### src/rtl/disp_src_sched.sv
// disp_src_sched
//   Chooses what the two active front-panel digits show. There are three
//   sources, highest priority first: a latched error code (blinking), a
//   transient mode-change message, and the remaining wash time. The time
//   value is converted from binary minutes to BCD by a sequential
//   double-dabble engine.
// Ports
//   clk        system clock
//   rst        asynchronous active-low reset
//   time_val   remaining time in minutes (binary; values above 99 show as 99)
//   time_vld   1 = show the time digits, 0 = blank them
//   mode_req   pulse: show mode_code for HOLD_TICKS ticks
//   mode_code  mode number, sampled on mode_req
//   err_set    pulse: raise error err_code
//   err_code   error number, sampled on err_set
//   err_clr    pulse: clear the error
//   p1, p2     left/right digit codes to the scan driver (registered)
//   src        current source: 0 = time, 1 = mode, 2 = error (registered)
module disp_src_sched #(
  parameter int unsigned TICK_DIV   = 25000000,
  parameter int unsigned HOLD_TICKS = 4,
  parameter logic [3:0]  BLANK      = 4'hF
) (
  input  logic       clk,
  input  logic       rst,
  input  logic [6:0] time_val,
  input  logic       time_vld,
  input  logic       mode_req,
  input  logic [3:0] mode_code,
  input  logic       err_set,
  input  logic [3:0] err_code,
  input  logic       err_clr,
  output logic [3:0] p1,
  output logic [3:0] p2,
  output logic [1:0] src
);

  localparam int unsigned PW = (TICK_DIV > 1) ? $clog2(TICK_DIV) : 1;
  localparam int unsigned HW = (HOLD_TICKS > 1) ? $clog2(HOLD_TICKS) : 1;
  localparam logic [PW-1:0] PRE_LAST  = PW'(TICK_DIV - 1);
  localparam logic [HW-1:0] HOLD_LAST = HW'(HOLD_TICKS - 1);

  typedef enum logic [1:0] {
    S_TIME = 2'd0,
    S_MODE = 2'd1,
    S_ERR  = 2'd2
  } state_t;

  state_t          r_state;
  state_t          w_next;
  logic [PW-1:0]   r_pre;
  logic            r_blink;
  logic [HW-1:0]   r_hold;
  logic [3:0]      r_mode;
  logic [3:0]      r_err;
  logic            w_tick;
  logic            w_mode_acc;

  // double-dabble: [14:11] tens, [10:7] units, [6:0] binary being shifted in
  logic [14:0]     r_sh;
  logic [14:0]     w_adj;
  logic [14:0]     w_sh_next;
  logic [2:0]      r_iter;
  logic            r_busy;
  logic [6:0]      r_last;
  logic [6:0]      w_tclamp;
  logic [3:0]      r_tens;
  logic [3:0]      r_units;
  logic            r_bcd_ok;

  logic [3:0]      w_p1;
  logic [3:0]      w_p2;
  logic [1:0]      w_src;

  assign w_tick     = (r_pre == PRE_LAST);
  assign w_mode_acc = mode_req && !err_set && (r_state != S_ERR);
  assign w_tclamp   = (time_val > 7'd99) ? 7'd99 : time_val;

  // ---------------- FSM: state register ----------------
  always_ff @(posedge clk or negedge rst) begin
    if (!rst) r_state <= S_TIME;
    else      r_state <= w_next;
  end

  // ---------------- FSM: next state ----------------
  always_comb begin
    w_next = r_state;
    unique case (r_state)
      S_TIME: begin
        if (err_set)       w_next = S_ERR;
        else if (mode_req) w_next = S_MODE;
      end
      S_MODE: begin
        if (err_set)                             w_next = S_ERR;
        else if (mode_req)                       w_next = S_MODE;
        else if (w_tick && r_hold == HOLD_LAST)  w_next = S_TIME;
      end
      S_ERR: begin
        if (err_set)      w_next = S_ERR;
        else if (err_clr) w_next = S_TIME;
      end
      default: w_next = S_TIME;
    endcase
  end

  // ---------------- FSM: output selection ----------------
  always_comb begin
    w_p1  = BLANK;
    w_p2  = BLANK;
    w_src = 2'd0;
    unique case (r_state)
      S_TIME: begin
        // r_bcd_ok keeps the reset-time zero from being shown as "00"
        if (time_vld && r_bcd_ok) begin
          w_p1 = r_tens;
          w_p2 = r_units;
        end
      end
      S_MODE: begin
        w_src = 2'd1;
        w_p2  = r_mode;
      end
      S_ERR: begin
        w_src = 2'd2;
        if (r_blink) begin
          w_p1 = 4'hE;
          w_p2 = r_err;
        end
      end
      default: ;
    endcase
  end

  always_ff @(posedge clk or negedge rst) begin
    if (!rst) begin
      p1  <= BLANK;
      p2  <= BLANK;
      src <= 2'd0;
    end else begin
      p1  <= w_p1;
      p2  <= w_p2;
      src <= w_src;
    end
  end

  // Prescaler and blink phase; an accepted error restarts both so the first
  // lit period is a full tick.
  always_ff @(posedge clk or negedge rst) begin
    if (!rst) begin
      r_pre   <= '0;
      r_blink <= 1'b1;
    end else if (err_set) begin
      r_pre   <= '0;
      r_blink <= 1'b1;
    end else if (w_tick) begin
      r_pre   <= '0;
      r_blink <= ~r_blink;
    end else begin
      r_pre   <= r_pre + 1'b1;
    end
  end

  always_ff @(posedge clk or negedge rst) begin
    if (!rst) begin
      r_hold <= '0;
      r_mode <= '0;
      r_err  <= '0;
    end else begin
      if (err_set) r_err <= err_code;
      if (w_mode_acc) begin
        r_mode <= mode_code;
        r_hold <= '0;
      end else if (r_state == S_MODE && w_tick && r_hold != HOLD_LAST) begin
        r_hold <= r_hold + 1'b1;
      end
    end
  end

  // ---------------- BCD converter ----------------
  always_comb begin
    w_adj = r_sh;
    if (r_sh[14:11] > 4'd4) w_adj[14:11] = r_sh[14:11] + 4'd3;
    if (r_sh[10:7]  > 4'd4) w_adj[10:7]  = r_sh[10:7]  + 4'd3;
  end
  assign w_sh_next = {w_adj[13:0], 1'b0};

  // Sample, 7 shift/add-3 steps, then commit on the 8th cycle so the
  // displayed digits only ever change to a finished result.
  always_ff @(posedge clk or negedge rst) begin
    if (!rst) begin
      r_sh     <= '0;
      r_iter   <= '0;
      r_busy   <= 1'b0;
      r_last   <= 7'h7F;
      r_tens   <= '0;
      r_units  <= '0;
      r_bcd_ok <= 1'b0;
    end else if (!r_busy) begin
      if (w_tclamp != r_last) begin
        r_last <= w_tclamp;
        r_sh   <= {8'h00, w_tclamp};
        r_iter <= '0;
        r_busy <= 1'b1;
      end
    end else if (r_iter != 3'd7) begin
      r_sh   <= w_sh_next;
      r_iter <= r_iter + 3'd1;
    end else begin
      r_tens   <= r_sh[14:11];
      r_units  <= r_sh[10:7];
      r_bcd_ok <= 1'b1;
      r_busy   <= 1'b0;
    end
  end

endmodule

### config.mk
export PLATFORM = sky130hd
export DESIGN_NAME = disp_src_sched
export DESIGN_NICKNAME = d
export VERILOG_FILES = /design/src/rtl/disp_src_sched.sv
export SDC_FILE = /design/constraint.sdc
export NUM_CORES = 1
export LEC_CHECK = 0
export CAP_MARGIN = 10
export CORE_UTILIZATION = 50
export DETAILED_ROUTE_END_ITERATION = 10
export DONT_BUFFER_PORTS = 1
export GPL_ROUTABILITY_DRIVEN = 0
export MAX_ROUTING_LAYER = met4
export PLACE_DENSITY = 0.78
export REMOVE_ABC_BUFFERS = 1
export SLEW_MARGIN = 20
export SYNTH_ARGS = -nofsm -noshare
export SYNTH_HDL_FRONTEND = slang
export SYNTH_SLANG_ARGS = --single-unit
### constraint.sdc
create_clock -name clk -period 1.96 [get_ports clk]
set_input_delay 0.392 -clock clk [delete_from_list [all_inputs] [get_ports clk]]
set_output_delay 0.392 -clock clk [all_outputs]
set_load 0.005 [all_outputs]
* After elaboration in Yosys (flattened, before gate mapping)
Index checks and enable logic that the tools add are counted.
Storage, ports and cells: word-level logic and storage cells 87, bits in registers 83, output and inout port bits 10
Cells by class: bitwise gates (word level) 3, $add $sub $neg 5, mux-type cells 33, reductions and logical operators 15, $lt $le $gt $ge 3, equal/unequal tests 12
Operators with widths (number):
- 25-bit 2-to-1 mux | 2
- 15-bit 2-to-1 mux | 3
- 25-bit by 1-bit adder with 25-bit output (second input constant) | 1
- 25-bit == test (second input constant) | 1
- 2-bit 2-to-1 mux | 9
- 4-bit 2-to-1 mux | 4
- 3-bit 2-to-1 mux | 4
- 4-bit case mux with 3 select lines | 1
- 3-bit != test (second input constant) | 3
- 4-bit by 3-bit > comparator with 1-bit output (second input constant) | 2
- 4-bit case mux with 2 select lines | 1
- 7-bit > comparator (second input constant) | 1
- 7-bit 2-to-1 mux | 1
- 7-bit != test | 1
- 1-bit logical AND | 6
- 1-bit 2-to-1 mux | 6
- 2-bit case mux with 3 select lines | 1
- 2-bit AND reduction | 3
- 2-bit nonzero test | 3
- 4-bit by 2-bit adder with 4-bit output (second input constant) | 1
- 2-bit == test (second input constant) | 2
- 2-bit != test (second input constant) | 2
- 4-bit != test (second input constant) | 1
- 2-bit case mux with 2 select lines | 1
- other kinds (9) | 11

* Depth between registers and ports, before layout
depth in word-level cells 6, gate-level depth with buffers 8

* Worst setup path after synthesis
No wires, ideal clock.
path kind in2reg, from input port time_val[3], to register r_sh[4], path buffers 2, data arrival time 1988 ps, cell stages on the path 7, setup slack -165 ps, setup time 138 ps, cell sequence o311a_4 or3_4 a211oi_4 and3_1 buf_4 buf_6 o221ai_1
Between the ends: longest elaborated chain between the ends 5
RTL lines:
- from (decl) | line 26 | input logic [6:0] time_val,
- 7-bit > comparator | line 77 | assign w_tclamp = (time_val > 7'd99) ? 7'd99 : time_val;
- 7-bit 2-to-1 mux (*) | line 77
- 7-bit != test | line 199 | if (w_tclamp != r_last) begin
- 2-bit nonzero test (no line)
- 2-bit AND reduction (no line)
- to (signal assigned) | line 201 | r_sh <= {8'h00, w_tclamp};
- to (signal assigned) | line 206 | r_sh <= w_sh_next;
- to (decl) | line 60 | logic [14:0] r_sh;
Mark *: on every way between the ends. The rest lies on a longest branch, timed or not. The select of a mux whose other input is x is not followed. A chain may end at the register's enable or synchronous reset.

* Final worst setup path
from register r_pre[2], to register r_hold[1]
Between the ends: longest elaborated chain between the ends 4
RTL lines:
- from (decl) | line 51 | logic [PW-1:0] r_pre;
- from (signal assigned) | line 159 | r_pre <= r_pre + 1'b1;
- 25-bit == test | line 75 | assign w_tick = (r_pre == PRE_LAST);
- 1-bit logical AND (2 in series) | line 173 | end else if (r_state == S_MODE && w_tick && r_hold != HOLD_LAST) begin
- 2-bit nonzero test (no line)
- to (signal assigned) | line 174 | r_hold <= r_hold + 1'b1;
- to (decl) | line 53 | logic [HW-1:0] r_hold;
No other way between the ends.

==> summary.txt <==
Critical path
  – Arr. time, crit path: 2.07 ns
  – Critical Path RT: 2.20 ns
  – Crit. End Element: flip-flop
  – Largest stage delay on the critical path: 0.41 ns
  – Worst-path maximum fanout: 8
  – Startpoint types: flip-flop
  – Kind of critical path: flip-flop to flip-flop
  – Critical path cell sequence: and4_1 -> nand4_1 -> nor4b_2 -> buf_4 -> mux2i_1 -> nor2_1
  – Slowest CP cell: dfrtp_1

Yosys
  – Netlist cell types: 53
  – Ys flop type: dfrtp_1
  – Sequential area share after synthesis: between 50% and 60%
  – Top-count cell post-synth: dfrtp_1
  – Post-synthesis cell count: 408
  – Cell area after synthesis: approximately 4100 sq um
  – EDFF count, synth: 0
  – Synth warn: 0
  – Synth Register Bits: 83
  – Async S/R FF share, synth: 100%
  – Cell accounting for the most synthesized area: dfrtp_1
  – Post-synthesis average cell area: between 10 and 15 sq um
  – Synth top cells by count: 67 x dfrtp_1, 47 x nor2_1, 37 x nand2_1, 24 x o21ai_0, 18 x xnor2_1
  – Top-area cell type share of the netlist area: around 41%
  – Main area contributors after synthesis: dfrtp_1 41%, dfstp_2 10%, nor2_1 4.3%

Power and ir drop
  – Overall power: 5.63 mW
  – Internal power: between 3 and 4 mW
  – Power Density: 1230 nW/um^2
  – Net switching power figure: approximately 1.8 mW
  – Peak supply drop: around 550 uV
  – Combinational power share: roughly 29%
  – Power share of the sequential group: 44.0%
  – Sw Ratio: 31.4%
  – Pleak: between 1.5 and 2 nW
  – Clock Power Share: a little over a quarter

Clocking
  – Clock Pin Slew Worst Setup and Hold Paths: around 0.090 ns
  – CTS H-Tree Depth: 3
  – TritonCTS clock tree: yes
  – CTS max path bufs: 2
  – Root buf cell: clkbuf_8
  – CTS Buf Count: 9
  – Skew-Pair Late Insertion Delay: 0.35 ns
  – Post-CTS Setup Repair Bufs: 0
  – Clock sinks: 83

Placement
  – Cell Area, Placed: between 4000 and 5000 sq um
  – Placed Cells: around 500
  – IO Port Bufs: 0
  – Place WS: -0.143 ns
  – Hpwl dp: 5260 um

Finish
  – Design area: approximately 4600 sq um
  – Non-Filler Instances: 528
  – Post-layout util: between 50% and 60%
  – Layout overhead on the synthesized area: 11.6%
  – Final layout net count: approximately 450
  – Share of cells above drive strength 1: between 10% and 20%
  – N_diodes: 0

Timing
  – Worst hold slack: -0.271 ns
  – Period utilization: slightly above 90%
  – Min Clock Period, post-route: 1.83 ns
  – Rel. slew slack: between 70% and 80%
  – Slew Viols, Final: 0
  – Clock Skew: ~0.014 ns
  – Final WS setup: 0.129 ns
  – Fin Setup TNS: 0 ns
  – Fmax: ~0.55 GHz
  – Final setup fails: 0
  – Hold Fails Final Rpt: 83
  – Slew at the pin with the worst max-slew slack: 0.398 ns

Floorplanning
  – DIE WIDTH: 92.8 um
  – Die Y-Extent: approximately 93 um
  – Starting density of the core: a little over half
  – Core Region: 7850 sq um
  – Std-Cell Rows: 32
  – Die ar.: ~8600 sq um
  – I/O pins: 31

Status
  – Failing checks: negative hold slack
  – Status: complete, but fails checks

GRT
  – Pin count of the biggest net entering global routing: 84
  – Vias in the first global route: just under 3000
  – Antenna violations before repair: 0
  – Total congestion overflow: 0
  – Total track usage: about a fifth
  – First-pass GRT wire length: around 14000 um

Routing
  – Vias: a little under 3000
  – DRT antenna net count: 0
  – Vias/cell: between 5 and 6
  – DR pass1 iterations: 4
  – Post-route DRC: 0
  – WL final: approximately 7600 um
  – WL/cell: ~14 um
  – DRT iter0 DRCs: 161

Job
  – Max Cap Viol: 0

Hold path
  – HP Class: input port to asynchronous set/reset pin
==> worst paths after layout <==
path | from | end | slack, ns | cells past startpoint
max in group asynchronous | rst | r_last[4]$_DFFE_PN1P_ | 2.03 | 0
hold / removal | rst | r_pre[13]$_DFF_PN0_ | -0.27 | 0
setup / recovery | r_pre[2]$_DFF_PN0_ | r_hold[1]$_DFFE_PN0P_ | 0.13 | 6
hold reg to reg | r_pre[0]$_DFF_PN0_ | r_pre[0]$_DFF_PN0_ | 0.46 | 1
setup reg to reg | r_pre[2]$_DFF_PN0_ | r_hold[1]$_DFFE_PN0P_ | 0.13 | 6
min in group clk | err_set | r_state[0]$_DFFE_PN0P_ | 0.11 | 1
==> power by group through the flow <==
stage / Clock [mW] / Combinational (mW) / Sequential [mW]
5_1_grt: 1.62 / 1.87 / 2.54
6_report: 1.52 / 1.63 / 2.48
3_5_place_dp: 0 / 1.63 / 2.51
4_1_cts: 1.55 / 1.64 / 2.48
3_3_place_gp: 0 / 1.55 / 2.49
2_1_floorplan: 0 / 1.24 / 2.43
==> timing repair <==
item / CTS / global route
gates resized for setup: 0 / 2
endpoints found under the hold margin: 83 / 83
endpoints found under the setup margin: 0 / 4
==> worst max-delay path, delay by kind of cell, from the launching register on <==
| family | cells | cell delay [ns] |
|---|---|---|
| buffers and inverters | 1 | 0.16 |
| DFF | 1 | 0.41 |
| muxes | 1 | 0.17 |
| and+or+nand+nor | 4 | 0.99 |
==> state kept, by name, summed over array words and instances (netlist names) <==
register / flops
r_tens: 4
r_err: 4
r_bcd_ok: 1
r_hold: 2
src: 2
r_iter: 3
r_last: 7
r_state: 2
r_sh: 15
r_blink: 1
r_mode: 4
r_units: 4
r_pre: 25
p2: 4
p1: 4
r_busy: 1
==> placed cells by master (no fill, tap or decap), types with 12 or more instances in the layout <==
cell type  netlist  layout
xor2_1          12      12
buf_4            1      20
o21ai_0         24      24
inv_1           17      17
mux2_2          12      12
xnor2_1         18      18
dfstp_2         16      16
nand2_1         37      37
dfrtp_1         67      67
nor2_1          47      47
==> logic make-up after synthesis <==
logic type / Yosys count / synth area share (%)
fa+ha+maj: 6 / 1.82
buf+inv: 36 / 3.56
simple gates: 161 / 19.8
mux: 17 / 4.50
compound gates: 75 / 13.0
xor+xnor: 30 / 6.38
flops: 83 / 50.9
==> final cells by class <==
type | instances | area (sq um)
clock buffer | 9 | 124
inverter | 17 | 63.8
clock inverter | 7 | 128
multi-input combinational | 289 | 1890
timing repair buffer | 21 | 170
tap | 102 | 128
fill | 667 | 3250
sequential | 83 | 2100
==> layer usage <==
metal | wire, um | up-vias | global-route usage (%)
met1 | 3680 | 1443 | 28.2
met4 | 85 | 0 | 5.90
met3 | 261 | 11 | 3.53
li1 | - | 1456 | -
met5 | 0 | - | -
met2 | 3600 | 59 | 32.2
No activity file was read; power rests on OpenSTA's default activity.
